### src/rtl/wb_merge_if.sv
// Bus bundle for wb_merge: ALU result port, load issue/return ports,
// register-file write port and status outputs.
//   slave  : the merge unit (consumes ALU/load traffic, drives we3/wa3/wd3/status)
//   master : the pipeline side (drives ALU/load traffic, observes outputs)
interface wb_merge_if #(
  parameter int unsigned N     = 64,
  parameter int unsigned DEPTH = 4
);
  localparam int unsigned CW = $clog2(DEPTH) + 1;

  logic           alu_valid;
  logic [4:0]     alu_wa;
  logic [N-1:0]   alu_wd;
  logic           ld_issue;
  logic [4:0]     ld_issue_wa;
  logic           ld_valid;
  logic           ld_ready;
  logic [4:0]     ld_wa;
  logic [N-1:0]   ld_wd;
  logic           we3;
  logic [4:0]     wa3;
  logic [N-1:0]   wd3;
  logic [31:0]    busy;
  logic [CW-1:0]  fifo_count;
  logic           waw_err;

  modport slave (
    input  alu_valid, alu_wa, alu_wd,
    input  ld_issue, ld_issue_wa,
    input  ld_valid, ld_wa, ld_wd,
    output ld_ready,
    output we3, wa3, wd3,
    output busy, fifo_count, waw_err
  );

  modport master (
    output alu_valid, alu_wa, alu_wd,
    output ld_issue, ld_issue_wa,
    output ld_valid, ld_wa, ld_wd,
    input  ld_ready,
    input  we3, wa3, wd3,
    input  busy, fifo_count, waw_err
  );
endinterface

### src/rtl/wb_merge.sv
// Writeback merge unit: sole writer of the register file write port.
// Merges 1-cycle ALU results with variable-latency load returns; loads that
// cannot commit immediately wait in a small circular FIFO. Keeps a
// pending-load scoreboard (busy) and a sticky protocol-violation flag.
// Ports:
//   clk      rising-edge clock
//   reset_n  asynchronous active-low reset
//   bus      wb_merge_if.slave (ALU in, load issue/return in, ld_ready out,
//            we3/wa3/wd3 out, busy/fifo_count/waw_err out)
module wb_merge #(
  parameter int unsigned N     = 64,
  parameter int unsigned DEPTH = 4
) (
  input  logic      clk,
  input  logic      reset_n,
  wb_merge_if.slave bus
);
  localparam int unsigned PW = (DEPTH > 1) ? $clog2(DEPTH) : 1;
  localparam int unsigned CW = $clog2(DEPTH) + 1;
  localparam logic [4:0]  XZR = 5'd31;

  logic [4:0]    mem_wa [DEPTH];
  logic [N-1:0]  mem_wd [DEPTH];
  logic [PW-1:0] rd_ptr, wr_ptr;
  logic [CW-1:0] count;
  logic [31:0]   busy_q;
  logic          we_q;
  logic [4:0]    wa_q;
  logic [N-1:0]  wd_q;
  logic          err_q;

  logic          accept, empty, push, pop, bypass, commit, ld_commit;
  logic [4:0]    commit_wa;
  logic [N-1:0]  commit_wd;
  logic [31:0]   set_mask, clr_mask, busy_nxt;
  logic [CW-1:0] count_nxt;
  logic          err_set;

  // Ready depends on registered occupancy only.
  assign bus.ld_ready   = (count != CW'(DEPTH));
  assign bus.we3        = we_q;
  assign bus.wa3        = wa_q;
  assign bus.wd3        = wd_q;
  assign bus.busy       = busy_q;
  assign bus.fifo_count = count;
  assign bus.waw_err    = err_q;

  // Commit arbitration (ALU > FIFO head > bypass), FIFO control, scoreboard.
  always_comb begin
    accept    = bus.ld_valid && bus.ld_ready;
    empty     = (count == '0);
    pop       = !bus.alu_valid && !empty;
    bypass    = !bus.alu_valid && empty && accept;
    push      = accept && !bypass;
    commit    = bus.alu_valid || pop || bypass;
    ld_commit = pop || bypass;

    commit_wa = bus.alu_wa;
    commit_wd = bus.alu_wd;
    if (pop) begin
      commit_wa = mem_wa[rd_ptr];
      commit_wd = mem_wd[rd_ptr];
    end else if (bypass) begin
      commit_wa = bus.ld_wa;
      commit_wd = bus.ld_wd;
    end

    set_mask = '0;
    if (bus.ld_issue && bus.ld_issue_wa != XZR) set_mask = 32'd1 << bus.ld_issue_wa;
    clr_mask = '0;
    if (ld_commit) clr_mask = 32'd1 << commit_wa;
    // Set applied after clear so a same-cycle re-issue keeps the bit.
    busy_nxt = ((busy_q & ~clr_mask) | set_mask) & 32'h7FFF_FFFF;

    count_nxt = count;
    if (push && !pop)      count_nxt = count + CW'(1);
    else if (pop && !push) count_nxt = count - CW'(1);

    err_set = (bus.alu_valid && busy_q[bus.alu_wa] && bus.alu_wa != XZR) ||
              (bus.ld_valid && !busy_q[bus.ld_wa] && bus.ld_wa != XZR);
  end

  // FIFO storage; contents need no reset since occupancy gates every read.
  always_ff @(posedge clk) begin
    if (push) begin
      mem_wa[wr_ptr] <= bus.ld_wa;
      mem_wd[wr_ptr] <= bus.ld_wd;
    end
  end

  // Pointers, occupancy, scoreboard, error flag and register-file drive.
  always_ff @(posedge clk or negedge reset_n) begin
    if (!reset_n) begin
      rd_ptr <= '0;
      wr_ptr <= '0;
      count  <= '0;
      busy_q <= '0;
      err_q  <= 1'b0;
      we_q   <= 1'b0;
      wa_q   <= '0;
      wd_q   <= '0;
    end else begin
      if (push) wr_ptr <= wr_ptr + PW'(1);
      if (pop)  rd_ptr <= rd_ptr + PW'(1);
      count  <= count_nxt;
      busy_q <= busy_nxt;
      if (err_set) err_q <= 1'b1;
      we_q <= commit && (commit_wa != XZR);
      if (commit) begin
        wa_q <= commit_wa;
        wd_q <= commit_wd;
      end
    end
  end
endmodule

### src/flat_wrapper.sv
// flat-port wrapper written by rule: the top's interface ports become plain ports
module wb_merge_flat 
#(
  parameter int unsigned N     = 64,
  parameter int unsigned DEPTH = 4
)
  (clk, reset_n, bus_alu_valid, bus_alu_wa, bus_alu_wd, bus_ld_issue, bus_ld_issue_wa, bus_ld_valid, bus_ld_wa, bus_ld_wd, bus_ld_ready, bus_we3, bus_wa3, bus_wd3, bus_busy, bus_fifo_count, bus_waw_err);
  wb_merge_if #(.N(N), .DEPTH(DEPTH)) bus_i ();
  input  logic clk;
  input  logic reset_n;
  input wire logic [$bits(bus_i.alu_valid)-1:0] bus_alu_valid;
  input wire logic [$bits(bus_i.alu_wa)-1:0] bus_alu_wa;
  input wire logic [$bits(bus_i.alu_wd)-1:0] bus_alu_wd;
  input wire logic [$bits(bus_i.ld_issue)-1:0] bus_ld_issue;
  input wire logic [$bits(bus_i.ld_issue_wa)-1:0] bus_ld_issue_wa;
  input wire logic [$bits(bus_i.ld_valid)-1:0] bus_ld_valid;
  input wire logic [$bits(bus_i.ld_wa)-1:0] bus_ld_wa;
  input wire logic [$bits(bus_i.ld_wd)-1:0] bus_ld_wd;
  output wire logic [$bits(bus_i.ld_ready)-1:0] bus_ld_ready;
  output wire logic [$bits(bus_i.we3)-1:0] bus_we3;
  output wire logic [$bits(bus_i.wa3)-1:0] bus_wa3;
  output wire logic [$bits(bus_i.wd3)-1:0] bus_wd3;
  output wire logic [$bits(bus_i.busy)-1:0] bus_busy;
  output wire logic [$bits(bus_i.fifo_count)-1:0] bus_fifo_count;
  output wire logic [$bits(bus_i.waw_err)-1:0] bus_waw_err;
  assign bus_i.alu_valid = bus_alu_valid;
  assign bus_i.alu_wa = bus_alu_wa;
  assign bus_i.alu_wd = bus_alu_wd;
  assign bus_i.ld_issue = bus_ld_issue;
  assign bus_i.ld_issue_wa = bus_ld_issue_wa;
  assign bus_i.ld_valid = bus_ld_valid;
  assign bus_i.ld_wa = bus_ld_wa;
  assign bus_i.ld_wd = bus_ld_wd;
  assign bus_ld_ready = bus_i.ld_ready;
  assign bus_we3 = bus_i.we3;
  assign bus_wa3 = bus_i.wa3;
  assign bus_wd3 = bus_i.wd3;
  assign bus_busy = bus_i.busy;
  assign bus_fifo_count = bus_i.fifo_count;
  assign bus_waw_err = bus_i.waw_err;
  wb_merge #(.N(N), .DEPTH(DEPTH)) u_core (.clk(clk), .reset_n(reset_n), .bus(bus_i));
endmodule
### config.mk
export PLATFORM = sky130hd
export DESIGN_NAME = wb_merge_flat
export DESIGN_NICKNAME = d
export VERILOG_FILES = /design/src/rtl/wb_merge_if.sv /design/src/rtl/wb_merge.sv /design/src/flat_wrapper.sv
export SDC_FILE = /design/constraint.sdc
export NUM_CORES = 1
export LEC_CHECK = 0
export ABC_AREA = 1
export CAP_MARGIN = 20
export CORE_ASPECT_RATIO = 0.75
export CORE_MARGIN = 8
export CORE_UTILIZATION = 54
export DETAILED_ROUTE_END_ITERATION = 6
export PLACE_DENSITY = 0.8
export SYNTH_ARGS = -nofsm -noshare
export SYNTH_HDL_FRONTEND = slang
export SYNTH_SLANG_ARGS = --single-unit
### constraint.sdc
create_clock -name clk -period 4.7 [get_ports clk]
set_input_delay 1.175 -clock clk [delete_from_list [all_inputs] [get_ports clk]]
set_output_delay 1.175 -clock clk [all_outputs]
set_load 0.05 [all_outputs]
==> Yosys cells after proc, flatten, opt, wreduce, memory -nomap -nowiden <==
Memory sizes are Yosys's and may differ from the RTL's.
Cells that the tools add are included.
{ "op_classes": {"add_sub_neg": 4, "magnitude_cmp": 2, "n_eq_ne": 5, "shift": 2, "n_mux": 14, "bitwise_logic": 3, "reduce_logical": 25} }
{ "op_table": {"columns": ["operator", "n"], "rows": [
  ["$mux 64", 2],
  ["$mux 31", 2],
  ["$shl 1x5->31 const A", 2],
  ["$and 31x31->31", 1],
  ["$not 31->31", 1],
  ["$or 31x31->31", 1],
  ["$ne 5x5->1 const B", 4],
  ["$logic_and 1x1->1", 13],
  ["$lt 5x6->1 const B", 2],
  ["$bmux 1 s5", 2],
  ["$mux 5", 2],
  ["$logic_not 1->1", 6],
  ["$mux 3", 2],
  ["$add 2x1->2 const B", 2],
  ["$logic_or 1x1->1", 4],
  ["$mux 1", 4],
  ["$add 3x1->3 const B", 1],
  ["$logic_not 3->1", 1],
  ["$ne 3x3->1 const B", 1],
  ["$sub 3x1->3 const B", 1],
  ["$reduce_bool 2->1", 1]
]} }
{ "word_totals": {"register_bits": 109, "ram_bits": 276, "elab_cells": 65, "n_memories": 2} }
{ "memory_table": {"columns": ["memory", "depth", "width", "read_ports", "rd_clocked_by_memory_dff", "wr", "line", "rtl"], "rows": [
  ["u_core.mem_wd", 4, 64, 1, 0, 1, "wb_merge.sv:23", "logic [N-1:0] mem_wd [DEPTH];"],
  ["u_core.mem_wa", 4, 5, 1, 0, 1, "wb_merge.sv:22", "logic [4:0] mem_wa [DEPTH];"]
]} }

==> Longest topological paths before layout <==
Gate-level depths: netlist (run 1).
{ "logic_depth": {"depth_word": 10, "depth_mapped": 13, "mapped_depth_nobuf": 12} }

==> Worst setup path after synthesis (run 1) <==
No wires, ideal clock.
{ "synth_path": {"kind": "input port to flip-flop", "start": "input bus_alu_valid", "end": "memory u_core.mem_wa[0][0], enable pin", "setup_ns": 0.497, "arrival_time_ns": 4.475, "slack_ns": -0.272, "path_stages": 4, "path_buffers": 0, "path_cell_list": "inv_1 nand3_2 nand3_1 nor2_1"} }
{ "synth_between": {"elab_chain_cells": 7} }
{ "synth_lines": {"columns": ["item", "line", "rtl"], "rows": [
  ["start, declared", "flat_wrapper.sv:11", "input wire logic [$bits(bus_i.alu_valid)-1:0] bus_alu_valid;"],
  ["$logic_not 1->1", "wb_merge.sv:53", "bypass = !bus.alu_valid && empty && accept;"],
  ["$logic_and 1x1->1 (2 in series)", "wb_merge.sv:53", null],
  ["$logic_not 1->1", "wb_merge.sv:54", "push = accept && !bypass;"],
  ["$logic_and 1x1->1", "wb_merge.sv:54", null],
  ["$mux 1", "wb_merge.sv:85", "if (push) begin"],
  ["$mux 1 (implied by the code)", "wb_merge.sv:86", "mem_wa[wr_ptr] <= bus.ld_wa;"],
  ["end, declared", "wb_merge.sv:22", null]
]} }
No other way between the ends.

==> Worst setup path in the final report (run 1) <==
{ "layout_path": {"start": "input bus_alu_valid", "end": "register u_core.count[2], in the netlist u_core.bus.fifo_count[2]"} }
{ "layout_between": {"elab_chain_cells": 8, "word_cells_on_any_way": 12, "cone_classes": "mux (1); reduce/logical (11)"} }
{ "layout_lines": {"columns": ["item", "line", "rtl"], "rows": [
  ["$logic_not 1->1 *", "wb_merge.sv:53", null],
  ["$logic_and 1x1->1 * (2 in series)", "wb_merge.sv:53", null],
  ["$logic_not 1->1 *", "wb_merge.sv:54", null],
  ["$logic_and 1x1->1 *", "wb_merge.sv:54", null],
  ["via u_core.push", "wb_merge.sv:32", "logic accept, empty, push, pop, bypass, commit, ld_commit;"],
  ["$logic_not 1->1", "wb_merge.sv:77", "else if (pop && !push) count_nxt = count - CW'(1);"],
  ["$logic_and 1x1->1", "wb_merge.sv:77", null],
  ["$reduce_bool 2->1 (no source line)", null, null],
  ["end signal, assigned", "wb_merge.sv:105", "count <= count_nxt;"],
  ["end, declared", "wb_merge.sv:25", "logic [CW-1:0] count;"]
]} }
The timed path passes the listed nets; every way through them passes the cells marked *.
A chain may end at the register's enable or synchronous reset.

==> impl_metrics.toml, run 1 <==
[pwr]
p_per_area_nw_per_um2 = 679
p_leak_uw = 0.00775
fin_total_pwr_uw = 14200
ir_drop_mv = 0.482

[route]
via_count = 13100
first_pass_iters = 5
dr.first_iter.drc_count = 1349
post_drt_wl_per_cell_um = 20.7
ant_nets = 0
routed_wl_um = 46800
routed_via_density = 5.82
drc_errors = 0

[logic_synthesis]
synth_fa_ha_area_share_pct = 0.493
yosysUniqueCellTypes = 36
synth_xor_xnor_area_share_pct = 0.209
yosysTopAreaCellShare_pct = 49.5
syn-num-nets = 1769
yosysTopAreaCell = "edfxtp_1"
seq_area_frac_synth_pct = 65.8
ys_seq_elements = 385
synth_top_family_by_area = "simple AND/OR/NAND/NOR gates"
synth_cells = 1615
yosysWarnings = 0
synth.area.mux_share_pct = 0.0673
synth_simple_gate_area_share_pct = 18.2
synthTopCellsByArea = "edfxtp_1 (50%), dfrtp_1 (16%), nand2_1 (8.5%), o21ai_0 (5.4%), nand3_1 (4.8%)"
synth.avg_cell_area_um2 = 10.4
synth_compound_area_share_pct = 11.4
syn-cell-area_um2 = 16700

[worst_hold_path]
min_path_type = "register to register"

[cts]
path_clk_slew_ns = 0.06
clock_path_buffers = 3
post_cts_buffers = 0
cts-root-buf = "clkbuf_16"
h-tree-depth = 2
post_cts_resize_count = 0
clkSinkCount = 385
postCtsHoldBufs = 0
cts_inserted_buffers = 38
tritoncts = "built"
clk_latency_ns = 0.55

[critical_path]
criticalPathCategory = "input port to register"
cp.required_ns = 5.12
cp_data_arrival_time_ns = 3.68
endpoint_kind = "register"
rrSetupSlack_ns = 1.75
cp_max_fo = 6
cp-start-kind = "input port"

[timing]
worstMarginPinSlew_ns = 1.03
min_period_over_period_pct = 69.4
max_freq_ghz = 0.307
setup_violations = 0
drv_slew = 0
fin_skew_ns = 0.0226
slew_headroom_pct = 31.4
hold_viol_final = 0
period_minus_slack_ns = 3.26
rsz0062_at_grt = "no"

[finish]
fin_cells = 2257
drive_gt1_share_pct = 5.76
area_growth_pct = 25.0
nets = 1982
final_cell_mix = "nand2_1 (381), edfxtp_1 (276), clkdlybuf4s50_1 (252)"
mostFrequentLayoutCell = "nand2_1"
postLayoutCoreUtil_pct = 68.9

[outcome]
status = "finished, final reports clean"

[die]
start_util_pct = 55.1
dieArea_um2 = 36900
die_x_um = 219
die_y_um = 168
num_io_pins = 255
core.rowCount = 55
core_area_um2 = 30300

[placement]
dp_hpwl_um = 29400
gp_congestion = 0.892
placed_cells = 2187
port_buffers = 253

[global_routing]
gr-usage-all-layers_pct = 25.1
antenna_found_initial = 3
grt_max_degree = 89
grt_overflow = 0
grt_pass1_wl_um = 73600
grt_pass1_vias = 13200

[flow_run]
cap_violations = 0
[flip-flops by register name, summed over array words and instances (netlist names)]
| register | cells |
|---|---|
| u_core.bus.wd3 | 64 |
| u_core.mem_wa | 20 |
| u_core.bus.fifo_count | 3 |
| u_core.bus.busy | 31 |
| u_core.bus.wa3 | 5 |
| u_core.bus.we3 | 1 |
| u_core.wr_ptr | 2 |
| u_core.bus.waw_err | 1 |
| u_core.mem_wd | 256 |
| u_core.rd_ptr | 2 |
[per-stage QoR]
step	worst slack (ns)	hold slack (ns)	instance area [um^2]	setup TNS (ns)
CTS	1.40	0.481	20900	0
detailed placement	0.897	0.465	19600	0
global placement	0.962	0.462	19600	0
finish	1.44	0.478	20900	0
floorplan	-0.272	0.580	16700	-75.10
global route	1.35	0.502	20900	0
[final timing paths]
check,startpoint,to,depth (start not counted)
max reg2reg,u_core.rd_ptr[0],u_core.bus.wd3[24],6
min reg2reg,u_core.bus.wd3[42],u_core.bus.wd3[42],2
max,bus_alu_valid,u_core.bus.fifo_count[2],11
min,u_core.bus.wd3[42],u_core.bus.wd3[42],2
max in group asynchronous,reset_n,u_core.bus.wd3[58],2
min in group asynchronous,reset_n,u_core.bus.wd3[43],1
[cell usage after synthesis, drive strengths merged]
master	n
nand2	383
edfxtp	276
o21ai	188
nor2	185
nand3	160
dfrtp	109
clkbuf	70
o22ai	64
o211ai	63
inv	46
buf	35
a21oi	14
ha	5
nand4	4
xor2	3
nand3b	2
nor3	2
clkinv	1
conb	1
fa	1
mux2	1
o221ai	1
xnor2	1
[logic make-up after synthesis]
kind of cell | Yosys count
xor gates and xnor gates | 4
and+or+nand+nor | 736
buffers and inverters | 152
AOI/OAI and AO/OA | 330
adders and majority gates | 6
muxes | 1
other | 1
DFF | 385
[routing by layer]
| layer | vias up | global-route usage [%] | share of wire (%) |
|---|---|---|---|
| met5 | - | 0 | 0.049 |
| li1 | 6099 | - | - |
| met3 | 89 | 5.22 | 8.8 |
| met2 | 608 | 39.6 | 46 |
| met4 | 4 | 7.44 | 2.4 |
| met1 | 6339 | 34.8 | 42 |
[power by group]
| group | switching (uW) | internal [uW] | leakage [uW] | total [uW] |
|---|---|---|---|---|
| clock network | 1280 | 1850 | 0.000619 | 3130 |
| registers | 644 | 4650 | 0.00379 | 5290 |
| logic | 4010 | 1780 | 0.00334 | 5780 |
| total | 5930 | 8270 | 0.00775 | 14200 |
[layout make-up]
class | count | area [um^2]
tap | 399 | 499
sequential | 385 | 11000
clock inverter | 17 | 240
antenna | 1 | 2.50
multi-input combinational | 1078 | 5120
fill | 2209 | 9430
inverter | 47 | 181
clock buffer | 52 | 1040
timing repair buffer | 278 | 2810
[worst max-delay path, cell delays in order]
cell             delay (ns)
clkdlybuf4s50_1        0.55
inv_1                  0.12
nand3_2                0.15
nand3_1                0.40
inv_1                  0.24
ha_1                   0.17
inv_1                  0.07
fa_1                   0.39
a21oi_1                0.15
o21ai_0                0.12
xor2_1                 0.15
(Power assumes the default switching activity.)
==> run 2, diff against run 1 <==
==> constraint.sdc (replaced) <==
create_clock -name clk -period 3.2 [get_ports clk]
set_input_delay 0.8 -clock clk [delete_from_list [all_inputs] [get_ports clk]]
set_output_delay 0.8 -clock clk [all_outputs]
set_load 0.05 [all_outputs]
==> run 2 against run 1 <==
Net effect:
- setup slack got worse by 1.1 ns
- global-route usage fell by 1.3 points
- cell area rose by 0.51%
- combinational power up 50%
- flip-flop and latch count unchanged
- die area stayed put
- final cell count increased by 0.62%
- first-iteration DRC count grew 8.2%
- count of clock-buffer cells in the layout decreased by 3
- highest routed layer unchanged
==> impl_metrics.toml, run 2 (same netlist as run 1, synthesis figures left out) <==
[cts]
post_cts_buffers = 0
post_cts_resize_count = 0
clock_path_buffers = 3
clk_latency_ns = 0.53
cts_inserted_buffers = 39
cts-root-buf = "clkbuf_16"
clkSinkCount = 385
tritoncts = "built"
h-tree-depth = 2
path_clk_slew_ns = 0.06
postCtsHoldBufs = 0

[critical_path]
cp.required_ns = 2.40
criticalPathCategory = "register to primary output"
cp_data_arrival_time_ns = 2.06
cp-start-kind = "register"
rrSetupSlack_ns = 0.65
cp_max_fo = 4
endpoint_kind = "primary output"

[finish]
postLayoutCoreUtil_pct = 69.3
fin_cells = 2271
num_antenna_cells = 0
area_growth_pct = 25.6
largest_register_ffs = 256
final_cell_mix = "nand2_1 (381), edfxtp_1 (276), clkdlybuf4s50_1 (252)"
fin_area_um2 = 21000
nets = 1995
top_register = "u_core.mem_wd"
mostFrequentLayoutCell = "nand2_1"
drive_gt1_share_pct = 6.73

[placement]
dp_slack_ns = 0.189
port_buffers = 253
gp_congestion = 0.936
dp_hpwl_um = 29000
placed_cell_area_um2 = 19800
placed_cells = 2199

[pwr]
p_per_area_nw_per_um2 = 989
combinationalPowerShare_pct = 41.8
pwr-share-seq_pct = 36.9
p_clk_share_pct = 21.3
p_leak_uw = 0.00782
ir_drop_mv = 0.684
swShare_pct = 42.0
internal_power_uw = 12100
fin_total_pwr_uw = 20800
p_sw_uw = 8730

[timing]
min_period_over_period_pct = 89.3
setup_violations = 0
period_minus_slack_ns = 2.86
worst_slack_ns = 0.342
fin_skew_ns = 0.0203
rsz0062_at_grt = "no"
slew_headroom_pct = 26.9
hold_viol_final = 0
max_freq_ghz = 0.350
drv_slew = 0
worstMarginPinSlew_ns = 1.09

[die]
die_y_um = 168
num_io_pins = 255
core.rowCount = 55
die_x_um = 219
start_util_pct = 55.1
dieArea_um2 = 36900
core_area_um2 = 30300

[route]
drc_errors = 0
first_pass_iters = 6
routed_via_density = 5.81
post_drt_wl_per_cell_um = 20.0
via_count = 13200
routed_wl_um = 45500
ant_nets = 0
dr.first_iter.drc_count = 1459

[global_routing]
gr-usage-all-layers_pct = 23.8
grt_pass1_vias = 12800
antenna_found_initial = 3
grt_overflow = 0
grt_pass1_wl_um = 70900
grt_max_degree = 90

[worst_hold_path]
min_path_type = "input port to asynchronous set/reset pin"

[outcome]
status = "finished, final reports clean"

[flow_run]
cap_violations = 0
## run 2: path summary, 6_finish.rpt
path / startpoint / to / cells after the start
min reg2reg: u_core.bus.wd3[50] / u_core.bus.wd3[50] / 2
min: reset_n / u_core.bus.wd3[17] / 1
max: u_core.bus.fifo_count[0] / bus_ld_ready / 3
min in group clk: u_core.bus.wd3[50] / u_core.bus.wd3[50] / 2
max reg2reg: u_core.rd_ptr[1] / u_core.bus.busy[11] / 8
max in group asynchronous: reset_n / u_core.bus.wd3[57] / 2
## run 2: power by group through the flow
stage	combinational (uW)	clock (uW)	sequential, uW
6_report	8690	4420	7680
5_1_grt	9310	4670	7820
4_1_cts	8710	4480	7670
3_5_place_dp	8680	0	7750
3_3_place_gp	8510	0	7730
2_1_floorplan	3400	0	9830
## run 2: cell type report
| cell class | instances | area [um^2] |
|---|---|---|
| clock buffers | 49 | 1060 |
| inverters | 47 | 181 |
| multi-input cells | 1078 | 5120 |
| flip-flops and latches | 385 | 11000 |
| clock inverters | 23 | 190 |
| well taps | 399 | 499 |
| repair buffers | 290 | 2950 |
| fillers | 2230 | 9320 |
## run 2: worst max-delay path, cell delays in order (launching register included)
cell	delay (ns)
dfrtp_1	0.46
nor2_4	0.23
nand2_1	0.12
clkdlybuf4s50_1	0.73
## run 2: metrics by stage
stage          setup TNS (ns)  hold slack [ns]
4_1_cts                     0            0.296
6_report                    0            0.278
2_1_floorplan         -182.23            0.504
5_1_grt                     0            0.302
3_5_place_dp                0            0.466
3_3_place_gp                0            0.463
## run 2: per-layer routing
layer | up-vias | GRT usage (%) | routed length [um]
li1 | 6133 | - | -
met1 | 6338 | 33.3 | 19100
met2 | 642 | 38.0 | 21200
met3 | 74 | 5.43 | 4480
met4 | 6 | 4.92 | 656
met5 | - | 0 | 38
